$ cat src/rtl/cd_pkg.sv
// Shared constants and types for the multi-channel clock divider.
`timescale 1ns/1ps
package cd_pkg;
    // All-ones control address; the top truncates it to its own ADDR_W.
    localparam logic [31:0] ADDR_CTRL    = '1;
    localparam int          DIV_INIT_DEF = 1;

    typedef enum logic {
        IDLE = 1'b0,
        HOLD = 1'b1
    } cfg_state_e;
endpackage

$ cat src/rtl/cd_channel.sv
// One divider channel: counter, toggling div_clk, tick, and (with CD_SHADOW_EN)
// a shadow divisor that loads at the end of a full period.
`timescale 1ns/1ps
module cd_channel #(
    parameter int               DIV_W    = 8,
    parameter logic [DIV_W-1:0] DIV_INIT = 1
) (
    input  logic             clk,
    input  logic             rst,
    input  logic             en,
    input  logic             wr,
    input  logic [DIV_W-1:0] wdata,
    output logic             div_clk,
    output logic             tick,
    output logic             pend
);
    logic [DIV_W-1:0] cnt_q, cnt_d, div_q, div_d;
    logic             dclk_q, dclk_d;
    logic             at_top;

    assign at_top  = (cnt_q == div_q);
    assign div_clk = dclk_q;
    assign tick    = en && at_top && !dclk_q;

`ifdef CD_SHADOW_EN
    logic [DIV_W-1:0] sh_q, sh_d;
    logic             pend_q, pend_d;
    logic             bnd;

    // Period boundary: last cycle of the high phase, safe point to swap divisor.
    assign bnd  = en && at_top && dclk_q;
    assign pend = pend_q;

    always_comb begin
        sh_d   = sh_q;
        pend_d = pend_q;
        div_d  = div_q;
        if (wr) begin
            if (bnd || !en) begin
                div_d  = wdata;
                pend_d = 1'b0;
            end else begin
                sh_d   = wdata;
                pend_d = 1'b1;
            end
        end else if (pend_q && (bnd || !en)) begin
            div_d  = sh_q;
            pend_d = 1'b0;
        end
    end

    always_ff @(posedge clk or posedge rst) begin
        if (rst) begin
            sh_q   <= DIV_INIT;
            pend_q <= 1'b0;
        end else begin
            sh_q   <= sh_d;
            pend_q <= pend_d;
        end
    end
`else
    assign pend = 1'b0;

    always_comb begin
        div_d = div_q;
        if (wr) div_d = wdata;
    end
`endif

    always_comb begin
        cnt_d  = cnt_q;
        dclk_d = dclk_q;
        if (!en) begin
            cnt_d  = '0;
            dclk_d = 1'b0;
        end else if (at_top) begin
            cnt_d  = '0;
            dclk_d = ~dclk_q;
        end else begin
            cnt_d  = cnt_q + DIV_W'(1);
        end
`ifndef CD_SHADOW_EN
        // Direct load restarts the channel so the new period starts cleanly.
        if (wr) begin
            cnt_d  = '0;
            dclk_d = 1'b0;
        end
`endif
    end

    always_ff @(posedge clk or posedge rst) begin
        if (rst) begin
            cnt_q  <= '0;
            dclk_q <= 1'b0;
            div_q  <= DIV_INIT;
        end else begin
            cnt_q  <= cnt_d;
            dclk_q <= dclk_d;
            div_q  <= div_d;
        end
    end
endmodule

$ cat src/rtl/cd_multi.sv
// Multi-channel clock divider top: config handshake FSM, address decode, enable mask.
// Optional feature macro: CD_SHADOW_EN (shadowed, period-aligned divisor updates).
`timescale 1ns/1ps
module cd_multi
    import cd_pkg::*;
#(
    parameter int NCH      = 4,
    parameter int DIV_W    = 8,
    parameter int ADDR_W   = 4,
    parameter int DATA_W   = 8,
    parameter int DIV_INIT = DIV_INIT_DEF
) (
    input  logic              clk,
    input  logic              rst,
    input  logic              c_valid,
    input  logic [ADDR_W-1:0] c_addr,
    input  logic [DATA_W-1:0] c_data,
    output logic              c_ready,
    output logic [NCH-1:0]    div_clk,
    output logic [NCH-1:0]    tick,
    output logic              busy
);
    localparam logic [ADDR_W-1:0] CTRL_A = ADDR_CTRL[ADDR_W-1:0];

    cfg_state_e     state_q, state_d;
    logic [NCH-1:0] mask_q, mask_d;
    logic [NCH-1:0] pend;
    logic           accept;

    assign c_ready = (state_q == IDLE);
    assign accept  = c_valid && c_ready;
    assign busy    = |pend;

    // A held c_valid yields one write: HOLD waits for c_valid to drop.
    always_comb begin
        state_d = state_q;
        mask_d  = mask_q;
        case (state_q)
            IDLE:    if (c_valid) state_d = HOLD;
            HOLD:    if (!c_valid) state_d = IDLE;
            default: state_d = IDLE;
        endcase
        if (accept && c_addr == CTRL_A) mask_d = c_data[NCH-1:0];
    end

    always_ff @(posedge clk or posedge rst) begin
        if (rst) begin
            state_q <= IDLE;
            mask_q  <= '1;
        end else begin
            state_q <= state_d;
            mask_q  <= mask_d;
        end
    end

    for (genvar i = 0; i < NCH; i++) begin : g_ch
        localparam logic [ADDR_W-1:0] CH_A = ADDR_W'(i);
        cd_channel #(
            .DIV_W    (DIV_W),
            .DIV_INIT (DIV_W'(DIV_INIT))
        ) u_ch (
            .clk     (clk),
            .rst     (rst),
            .en      (mask_q[i]),
            .wr      (accept && c_addr == CH_A),
            .wdata   (c_data[DIV_W-1:0]),
            .div_clk (div_clk[i]),
            .tick    (tick[i]),
            .pend    (pend[i])
        );
    end
endmodule
$ cat config.mk
export PLATFORM = sky130hd
export DESIGN_NAME = cd_multi
export DESIGN_NICKNAME = d
export VERILOG_FILES = /design/src/rtl/cd_pkg.sv /design/src/rtl/cd_channel.sv /design/src/rtl/cd_multi.sv
export SDC_FILE = /design/constraint.sdc
export NUM_CORES = 1
export LEC_CHECK = 0
export CELL_PAD_IN_SITES_DETAIL_PLACEMENT = 2
export CELL_PAD_IN_SITES_GLOBAL_PLACEMENT = 2
export CORE_UTILIZATION = 39
export DETAILED_ROUTE_END_ITERATION = 7
export GPL_ROUTABILITY_DRIVEN = 0
export GPL_TIMING_DRIVEN = 0
export PLACE_DENSITY_LB_ADDON = 0.1
export SYNTH_ARGS = -nofsm -noshare
export SYNTH_HDL_FRONTEND = slang
export SYNTH_SLANG_ARGS = --single-unit
$ cat constraint.sdc
create_clock -name clk -period 2.7 [get_ports clk]
set_input_delay 0.27 -clock clk [delete_from_list [all_inputs] [get_ports clk]]
set_output_delay 0.27 -clock clk [all_outputs]
set_load 0.02 [all_outputs]
==> flow_summary.toml, run 1 <==
[outcome]
status = "finished clean"

[worst_setup_path]
cp.arrival_ps = 2250
setup.worst_path.start_class = "flip-flop"
r2r_cells = 4
reg2reg_to = "g_ch[3].u_ch.cnt_q[7]"
worst_path_max_delay_cell = "clkdlybuf4s50_1"
path_cells = "xnor2_1, nand4_1, nor4_1, buf_4, clkdlybuf4s50_1"
required_ps = 2430
r2r_setup_slack_ps = 920
crit_type = "reg -> out"
crit_path_max_fanout = 4
worstReg2RegStart = "state_q"
end_kind = "primary output"
max_stage_delay_ps = 580

[power]
powerDensity_nw_per_um2 = 807.3
power_leakage_uw = 0.001794
peakVddDrop_uv = 355.7

[synth]
synth_fa_ha_area_share_pct = 1.451
ys_types = 28
synthCells = 312
ys_ff_latch = 73
yosysWarnings = 0
seq_area_frac_synth_pct = 53.25
synth_area_per_cell_sq_um = 11.06
syn-num-nets = 331
synth_simple_gate_area_share_pct = 16.36
netlist_area_sq_um = 3450
synth.area.mux_share_pct = 7.835
synth_compound_area_share_pct = 3.591
synth_top_family_by_area = "simple AND/OR/NAND/NOR gates"
synth_xor_area_share_pct = 14.22

[sta]
maxSlewHeadroom_pct = 35.35
final.setup.tns_ps = 0
fin_crit_sh_pct = 93.39
finalHoldViolCount = 0
fmax_mhz = 396.6
tightest_slew_ps = 967.7
drv_slew = 0
rsz0062_at_grt = "no"
timing.hold.ws_ps = 149.7
setup_violations = 0
min_period_ps = 2522
skew_ps = 14.46

[placed_design]
hpwl_microns = 5591
port_buffers = 23
dpl_cell_area_sq_um = 3841

[run]
max-cap-violations = 0

[clock_network]
cts_tree = "done"
postCtsSetupBuffers = 0
h-tree-depth = 3
cts.sinks = 73
root_buffer = "clkbuf_8"
ctsResizeCount = 0
clk_latency_ps = 350
clk_pin_slew_ps = 80
clk_path_buf_depth = 2
ctsHoldBuffers = 0
cts_buffers = 9

[detailed_routing]
route.detailed.drc = 0
drt_first_pass_iters = 4
antenna_left = 0
via_per_inst = 5.103
wirelength_microns = 7653
wire_per_inst_microns = 16.75
drt_iter0_markers = 99
num_vias = 2332

[floorplan]
ios = 25
row_count = 33
die_h_microns = 96.05
core_area_sq_um = 8382
dieWidth_microns = 96.05
initial_utilization_pct = 41.16
die_area_sq_um = 9225

[finish]
diodes = 0
final_nets = 366
stdcell_area_sq_um = 4046
layout-drive-gt1-share_pct = 19.60
final_common_cell = "dfrtp_1"
layout_common_cells = "dfrtp_1 (65), xnor2_1 (36), nor2_1 (33)"
syn2layout_area_growth_pct = 17.30

[global_route]
track_usage_pct = 19.26
grt_max_degree = 68
grt-ovfl-total = 0
antenna_found_initial = 0
grt_pass1_wl_microns = 12960
grt_pass1_vias = 2611

[min_path]
hold_path_class = "in -> async"
cell type report:
class | instances | area, sq um
plain buffers | 10 | 72.57
clock buffers | 11 | 151.4
flip-flops and latches | 73 | 1837
multi-input cells | 219 | 1503
repair buffers | 24 | 257.7
well taps | 105 | 131.4
fillers | 869 | 4335
inverters | 10 | 40.04
clock inverters | 5 | 53.80
how the worst max path moves through the flow:
stage | start | endpoint | slack (ps)
final | g_ch[0].u_ch.cnt_q[5] | tick[0] | 180
after global routing | g_ch[0].u_ch.cnt_q[0] | tick[0] | 9
after CTS | g_ch[0].u_ch.cnt_q[5] | tick[0] | 110
after floorplan | rst | g_ch[0].u_ch.cnt_q[0] | 590
after global placement | rst | g_ch[0].u_ch.cnt_q[5] | -780
after detailed placement | c_addr[0] | mask_q[0] | 470
Yosys cell counts:
library cell | number | area [sq um]
mux2_2 | 24 | 270.3
dfstp_2 | 8 | 210.2
nor3b_1 | 1 | 7.510
nand2_2 | 3 | 18.77
xnor2_1 | 36 | 315.3
o21ai_2 | 3 | 26.28
nand3_1 | 20 | 100.1
or3_1 | 4 | 25.02
inv_1 | 10 | 37.54
nor4b_4 | 1 | 23.77
and3_1 | 9 | 56.30
buf_4 | 9 | 67.56
nor4_1 | 4 | 25.02
a21oi_1 | 3 | 15.01
dfrtp_1 | 65 | 1627
buf_2 | 1 | 5.000
nand2_1 | 28 | 105.1
nor2b_1 | 2 | 12.51
nand4_1 | 9 | 56.30
xor2_1 | 20 | 175.2
o211ai_2 | 1 | 12.51
a211oi_1 | 1 | 7.510
a21boi_0 | 3 | 22.52
nand3_2 | 1 | 10.01
nor2_1 | 33 | 123.9
conb_1 | 1 | 3.750
o21ai_0 | 8 | 40.04
ha_1 | 4 | 50.05
power breakdown:
group | total, uW | leakage, uW | switching [uW] | internal, uW
sequential | 1540 | 0.000945 | 222 | 1320
combinational | 841 | 0.000740 | 423 | 418
clock | 886 | 0.000109 | 412 | 474
total | 3270 | 0.00179 | 1060 | 2210
critical path: cells and delay by family, from the launching register on:
family                    cells  cell delay (ps)
DFF                           1              440
and+or+nand+nor               2              520
buffers and inverters         2              730
xor gates and xnor gates      1              210
per-layer routing:
metal | vias up | global-route usage [%] | wire length, microns | part of all wire (%)
met5 | - | 0 | 0 | 0
met4 | 0 | 7.836 | 126 | 1.6
met3 | 12 | 3.239 | 230 | 3.0
met2 | 33 | 31.86 | 3852 | 50
met1 | 1179 | 25.03 | 3443 | 45
li1 | 1108 | - | - | -
through the flow:
step	std cells	power, uW	utilization, %	setup slack, ps
after floorplan	312	2127	-	590.0
after global placement	440	2366	45.47	-777.9
after detailed placement	441	2431	45.83	465.9
after CTS	457	3335	48.28	107.7
after global routing	457	3508	48.28	9.049
final	457	3267	48.28	178.5
flip-flops by register name, summed over array words and instances, names as in the netlist:
register           count
g_ch.u_ch.div_q       32
g_ch.u_ch.div_clk      4
mask_q                 4
state_q                1
g_ch.u_ch.cnt_q       32
cells by family after synthesis:
logic type | after synthesis
AO/OA/AOI/OAI | 19
XOR/XNOR | 56
adder cells (fa/ha/maj) | 4
buffers and inverters | 20
flip-flops | 73
multiplexers | 24
other | 1
AND/OR/NAND/NOR | 115
No activity file was read; power rests on OpenSTA's default activity.
==> run 2, diff against run 1 <==
- CELL_PAD_IN_SITES_DETAIL_PLACEMENT: 2 -> default
- CELL_PAD_IN_SITES_GLOBAL_PLACEMENT: 2 -> default
- CORE_UTILIZATION: 39 -> 40
- PLACE_DENSITY_LB_ADDON: 0.1 -> default
- SYNTH_HIERARCHICAL: default -> 1
==> run 2 against run 1 <==
Net effect: clock-buffer cell count up 4; maximum frequency grew 1.2%; sequential share of layout area up 0.14 points; worst hold slack improved by 170 ps; sequential cell count unchanged; clock skew is 7.1 ps lower; critical path depth is 1 lower; routed wire length shrank 18%; largest power group unchanged.
==> flow_summary.toml, run 2 <==
[outcome]
status = "finished clean"

[floorplan]
die_h_microns = 95.40
ios = 25
initial_utilization_pct = 41.84
die_area_sq_um = 9101
core_area_sq_um = 8341
row_count = 33
dieWidth_microns = 95.40

[clock_network]
clk_path_buf_depth = 2
ctsResizeCount = 0
cts_tree = "done"
clk_pin_slew_ps = 70
clk_latency_ps = 340
h-tree-depth = 3
root_buffer = "clkbuf_8"
ctsHoldBuffers = 0
postCtsSetupBuffers = 0
cts.sinks = 73
cts_buffers = 9

[worst_setup_path]
required_ps = 2430
crit_type = "reg -> out"
path_cells = "xnor2_1, nand4_1, nor4b_1, clkdlybuf4s50_1"
end_kind = "primary output"
cp.arrival_ps = 2220
setup.worst_path.start_class = "flip-flop"
worst_path_max_delay_cell = "clkdlybuf4s50_1"
crit_path_max_fanout = 4
max_stage_delay_ps = 650

[synth]
synth.most_common_cell = "dfrtp_1"
ys_types = 29
ys_ff_latch = 73
synthCells = 293
synthTopCellsByArea = "dfrtp_1 (47%), mux2_2 (10%), xnor2_1 (9.0%)"
synth_enable_flop_cells = 0
seq_area_frac_synth_pct = 52.64
synth_area_per_cell_sq_um = 11.91
netlist_area_sq_um = 3490
yosysWarnings = 6
syn-num-nets = 312
yosys.area.top_type = "dfrtp_1"
dominantRegCellSynth = "dfrtp_1"
synth_top_area_share_pct = 46.61
synthTopCellsByCount = "dfrtp_1 (65), xnor2_1 (36), nor2_1 (34)"
synthArstFlopShare_pct = 100.0

[finish]
layout_common_cells = "dfrtp_1 (65), xnor2_1 (36), nor2_1 (34)"
final_common_cell = "dfrtp_1"
diodes = 0
final_nets = 346
reg_top3 = "g_ch.u_ch/cnt_q: 32 flops, g_ch.u_ch/div_q: 32 flops"
layout-drive-gt1-share_pct = 22.66
syn2layout_area_growth_pct = 15.60

[detailed_routing]
antenna_left = 0
route.detailed.drc = 0
num_vias = 2145
wire_per_inst_microns = 14.46
drt_first_pass_iters = 4
drt_iter0_markers = 67
via_per_inst = 4.920
wirelength_microns = 6306

[placed_design]
hpwl_microns = 4469
post-place-ws_ps = 398.4
port_buffers = 23

[global_route]
grt_pass1_wl_microns = 10820
grt_max_degree = 18
track_usage_pct = 16.29
grt-ovfl-total = 0
grt_pass1_vias = 2196
antenna_found_initial = 0

[sta]
min_period_ps = 2493
setup_violations = 0
finalHoldViolCount = 0
skew_ps = 7.340
fmax_mhz = 401.2
final.setup.tns_ps = 0
maxSlewHeadroom_pct = 55.15
drv_slew = 0
tightest_slew_ps = 672.0
fin_crit_sh_pct = 92.32
rsz0062_at_grt = "no"
final.setup.worst_slack_ps = 207.5

[power]
peakVddDrop_uv = 438.5
powerDensity_nw_per_um2 = 654.7
power_leakage_uw = 0.001702

[min_path]
hold_path_class = "in -> async"

[run]
max-cap-violations = 0
run 2: cell types whose count changed in the layout (fill, tap and decap cells not counted), sizes merged, moves of 4 or more:
cell	change
buf	-7
and2	+4
nor4	-4
xor2	-4
mux2	+12
nand2	-22
xnor2	+4
nand3	-16
clkinv	-4
clkbuf	+8
run 2: cell type report:
type | count | area [sq um]
plain buffers | 8 | 45.04
clock buffers | 15 | 176.4
fillers | 805 | 4307
inverters | 10 | 37.54
multi-input cells | 202 | 1577
flip-flops and latches | 73 | 1837
well taps | 105 | 131.4
repair buffers | 23 | 230.2
run 2: final timing paths:
path	slack, ps	cells past startpoint	start	end
min reg2reg	500	1	g_ch[1].u_ch/cnt_q[0]	g_ch[1].u_ch/cnt_q[0]
max	210	4	g_ch[1].u_ch/div_q[0]	tick[1]
min in group clk	500	1	g_ch[1].u_ch/cnt_q[0]	g_ch[1].u_ch/cnt_q[0]
max reg2reg	870	7	state_q	g_ch[2].u_ch/cnt_q[3]
max in group asynchronous	1760	2	rst	g_ch[1].u_ch/cnt_q[0]
min	320	2	rst	state_q
run 2: cell families (layout without fill, tap and decap cells):
kind of cell               count (synthesis)  after routing  share of synthesized area (%)
other                                      4              4                         0.4301
DFF                                       73             73                          52.64
and+or+nand+nor                           90             90                          14.16
buffers and inverters                     18             56                          2.366
adders and majority gates                  4              4                          1.434
AOI/OAI and AO/OA                         12             12                          2.438
xor gates and xnor gates                  56             56                          14.92
muxes                                     36             36                          11.62
run 2: power breakdown:
| part | internal, uW | leakage (uW) | total, uW | switching [uW] |
|---|---|---|---|---|
| sequential | 1250 | 0.000952 | 1360 | 112 |
| combinational | 261 | 0.000660 | 507 | 245 |
| clock | 406 | 0.0000898 | 774 | 368 |
run 2: worst max-delay path, delay by kind of cell, from the launching register on:
kind | cells | cell delay, ps
xor+xnor | 1 | 120
buf+inv | 1 | 650
flops | 1 | 540
simple gates | 2 | 570
run 2: stage by stage:
step	power, uW	hold WS, ps	util (%)	area [sq um]	std cells
after floorplan	1735	45.62	-	3490	293
after global placement	1873	490.4	46.17	3851	421
after detailed placement	1885	494.2	46.17	3851	421
after CTS	2681	307.1	48.29	4028	436
after global routing	2807	316.0	48.36	4034	436
final	2641	317.7	48.36	4034	436
run 2: routing by layer:
metal | GRT usage [%] | vias up | part of all wire [%]
li1 | - | 1036 | -
met1 | 20.97 | 1075 | 49
met2 | 26.25 | 24 | 47
met3 | 5.263 | 10 | 3.4
met4 | 4.726 | 0 | 1.2
met5 | 0 | - | 0
==> run 3, diff against run 2 <==
- SYNTH_HIERARCHICAL: 1 -> default
==> run 3 against run 2 <==
Net effect: cell count rose by 4.6%; register-to-register slack improved by 160 ps; worst setup slack got worse by 12 ps; highest routed layer unchanged.
==> flow_summary.toml, run 3 (synthesized netlist as in run 1, its figures left out) <==
[clock_network]
clk_path_buf_depth = 2
root_buffer = "clkbuf_8"
cts_buffers = 9
h-tree-depth = 3
clk_pin_slew_ps = 80
clk_latency_ps = 340
postCtsSetupBuffers = 0
cts_tree = "done"
cts.sinks = 73

[worst_setup_path]
cp_num_buf_inv = 2
max_stage_delay_ps = 580
crit_path_max_fanout = 4
required_ps = 2430
r2r_cells = 4
startpoint = "g_ch[0].u_ch.div_q[0]"
r2r_setup_slack_ps = 1030
end_kind = "primary output"
worst_path_max_delay_cell = "clkdlybuf4s50_1"
crit_type = "reg -> out"
reg2reg_to = "g_ch[3].u_ch.cnt_q[2]"
cp.arrival_ps = 2230
setup.worst_path.start_class = "flip-flop"
path_cells = "xnor2_1, nand4_1, nor4_1, buf_4, clkdlybuf4s50_1"
crit_end = "tick[0]"
worstReg2RegStart = "state_q"
crit_family = "buffers and inverters"
crit_cells = 5

[finish]
layout-drive-gt1-share_pct = 19.37
syn2layout_area_growth_pct = 17.12
layout_common_cells = "dfrtp_1 (65), xnor2_1 (36), nor2_1 (33)"
fillers = 786
stdcell_area_sq_um = 4040
finish.utilization_pct = 48.68
diodes = 0
reg_top3 = "g_ch.u_ch.cnt_q: 32 flops, g_ch.u_ch.div_q: 32 flops"
final_nets = 365
final_common_cell = "dfrtp_1"

[outcome]
status = "finished clean"

[floorplan]
row_count = 33
core_area_sq_um = 8299
ios = 25
die_area_sq_um = 8999
dieWidth_microns = 94.87
die_h_microns = 94.87
initial_utilization_pct = 41.56

[power]
powerDensity_nw_per_um2 = 812.9
peakVddDrop_uv = 448.1
power_leakage_uw = 0.001786
power_uw = 3284

[placed_design]
post-place-ws_ps = 526.2
dpl_cell_area_sq_um = 3814
port_buffers = 23
hpwl_microns = 4455

[global_route]
grt-ovfl-total = 0
grt_max_degree = 74
grt_pass1_vias = 2190
use_met3_pct = 4.589
use_met2_pct = 23.98
antenna_found_initial = 0
track_usage_pct = 16.04
grt_pass1_wl_microns = 10700
gr-usage-met1_pct = 22.12
grt-busiest-layer = "met2"

[min_path]
hold_path_class = "in -> async"

[sta]
final.setup.worst_slack_ps = 195.8
fmax_mhz = 399.3
finalHoldViolCount = 0
maxSlewHeadroom_pct = 40.33
tightest_slew_ps = 895.0
min_period_ps = 2504
setup_violations = 0
skew_ps = 5.635
rsz0062_at_grt = "no"
drv_slew = 0
fin_crit_sh_pct = 92.75

[detailed_routing]
num_vias = 2211
route.detailed.drc = 0
via_per_inst = 4.849
drt_iter0_markers = 84
antenna_left = 0
wire_per_inst_microns = 13.89
wirelength_microns = 6332
drt_first_pass_iters = 4

[run]
max-cap-violations = 0
-- run 3: changes by cell type in the layout (fill, tap and decap cells not counted), sizes merged, moves of 4 or more --
cell    previous run  this run
buf                4        10
xnor2             40        36
nor4               0         4
and2               4         0
nand3              5        21
mux2              36        24
nand2              9        31
xor2              16        20
clkbuf            19        11
-- run 3: per-stage QoR --
step / hold slack, ps / TNS (ps) / std cells
floorplan: 301.4 / 0 / 312
global placement: 458.0 / -41540 / 440
detailed placement: 455.7 / 0 / 440
CTS: 460.1 / 0 / 456
global route: 465.8 / 0 / 456
finish: 449.6 / 0 / 456
-- run 3: worst min path at each step --
stage / start / endpoint / cells past startpoint
4_1_cts: c_valid / state_q / 1
6_report: rst / g_ch[2].u_ch.div_q[5] / 2
3_5_place_dp: g_ch[3].u_ch.div_q[0] / g_ch[3].u_ch.div_q[0] / 2
2_1_floorplan: c_valid / state_q / 0
5_1_grt: c_valid / state_q / 1
3_3_place_gp: g_ch[3].u_ch.div_q[0] / g_ch[3].u_ch.div_q[0] / 2
-- run 3: area by class of cell --
cell class              count  area [sq um]  area share [%]
multi-input cells         219          1509           37.35
plain buffers              10         72.57           1.796
clock inverters             5         78.83           1.951
repair buffers             23         230.2           5.698
flip-flops and latches     73          1837           45.46
inverters                  10         40.04          0.9910
well taps                 105         131.4           3.252
clock buffers              11         141.4           3.500
-- run 3: metal layers --
layer / vias to the layer above / part of all wire [%]
met5: - / 0
met2: 31 / 45
met3: 9 / 3.2
li1: 1107 / -
met4: 0 / 1.3
met1: 1064 / 50
-- run 3: power by group --
part | switching [uW] | internal, uW | leakage [uW]
registers | 219 | 1320 | 0.000945
clock network | 390 | 544 | 0.000113
logic | 399 | 413 | 0.000728
total | 1010 | 2280 | 0.00179
-- run 3: repair_timing --
action,in CTS,in global routing
resized for setup,0,1
hold buffers,0,0
setup endpoints to repair,0,1
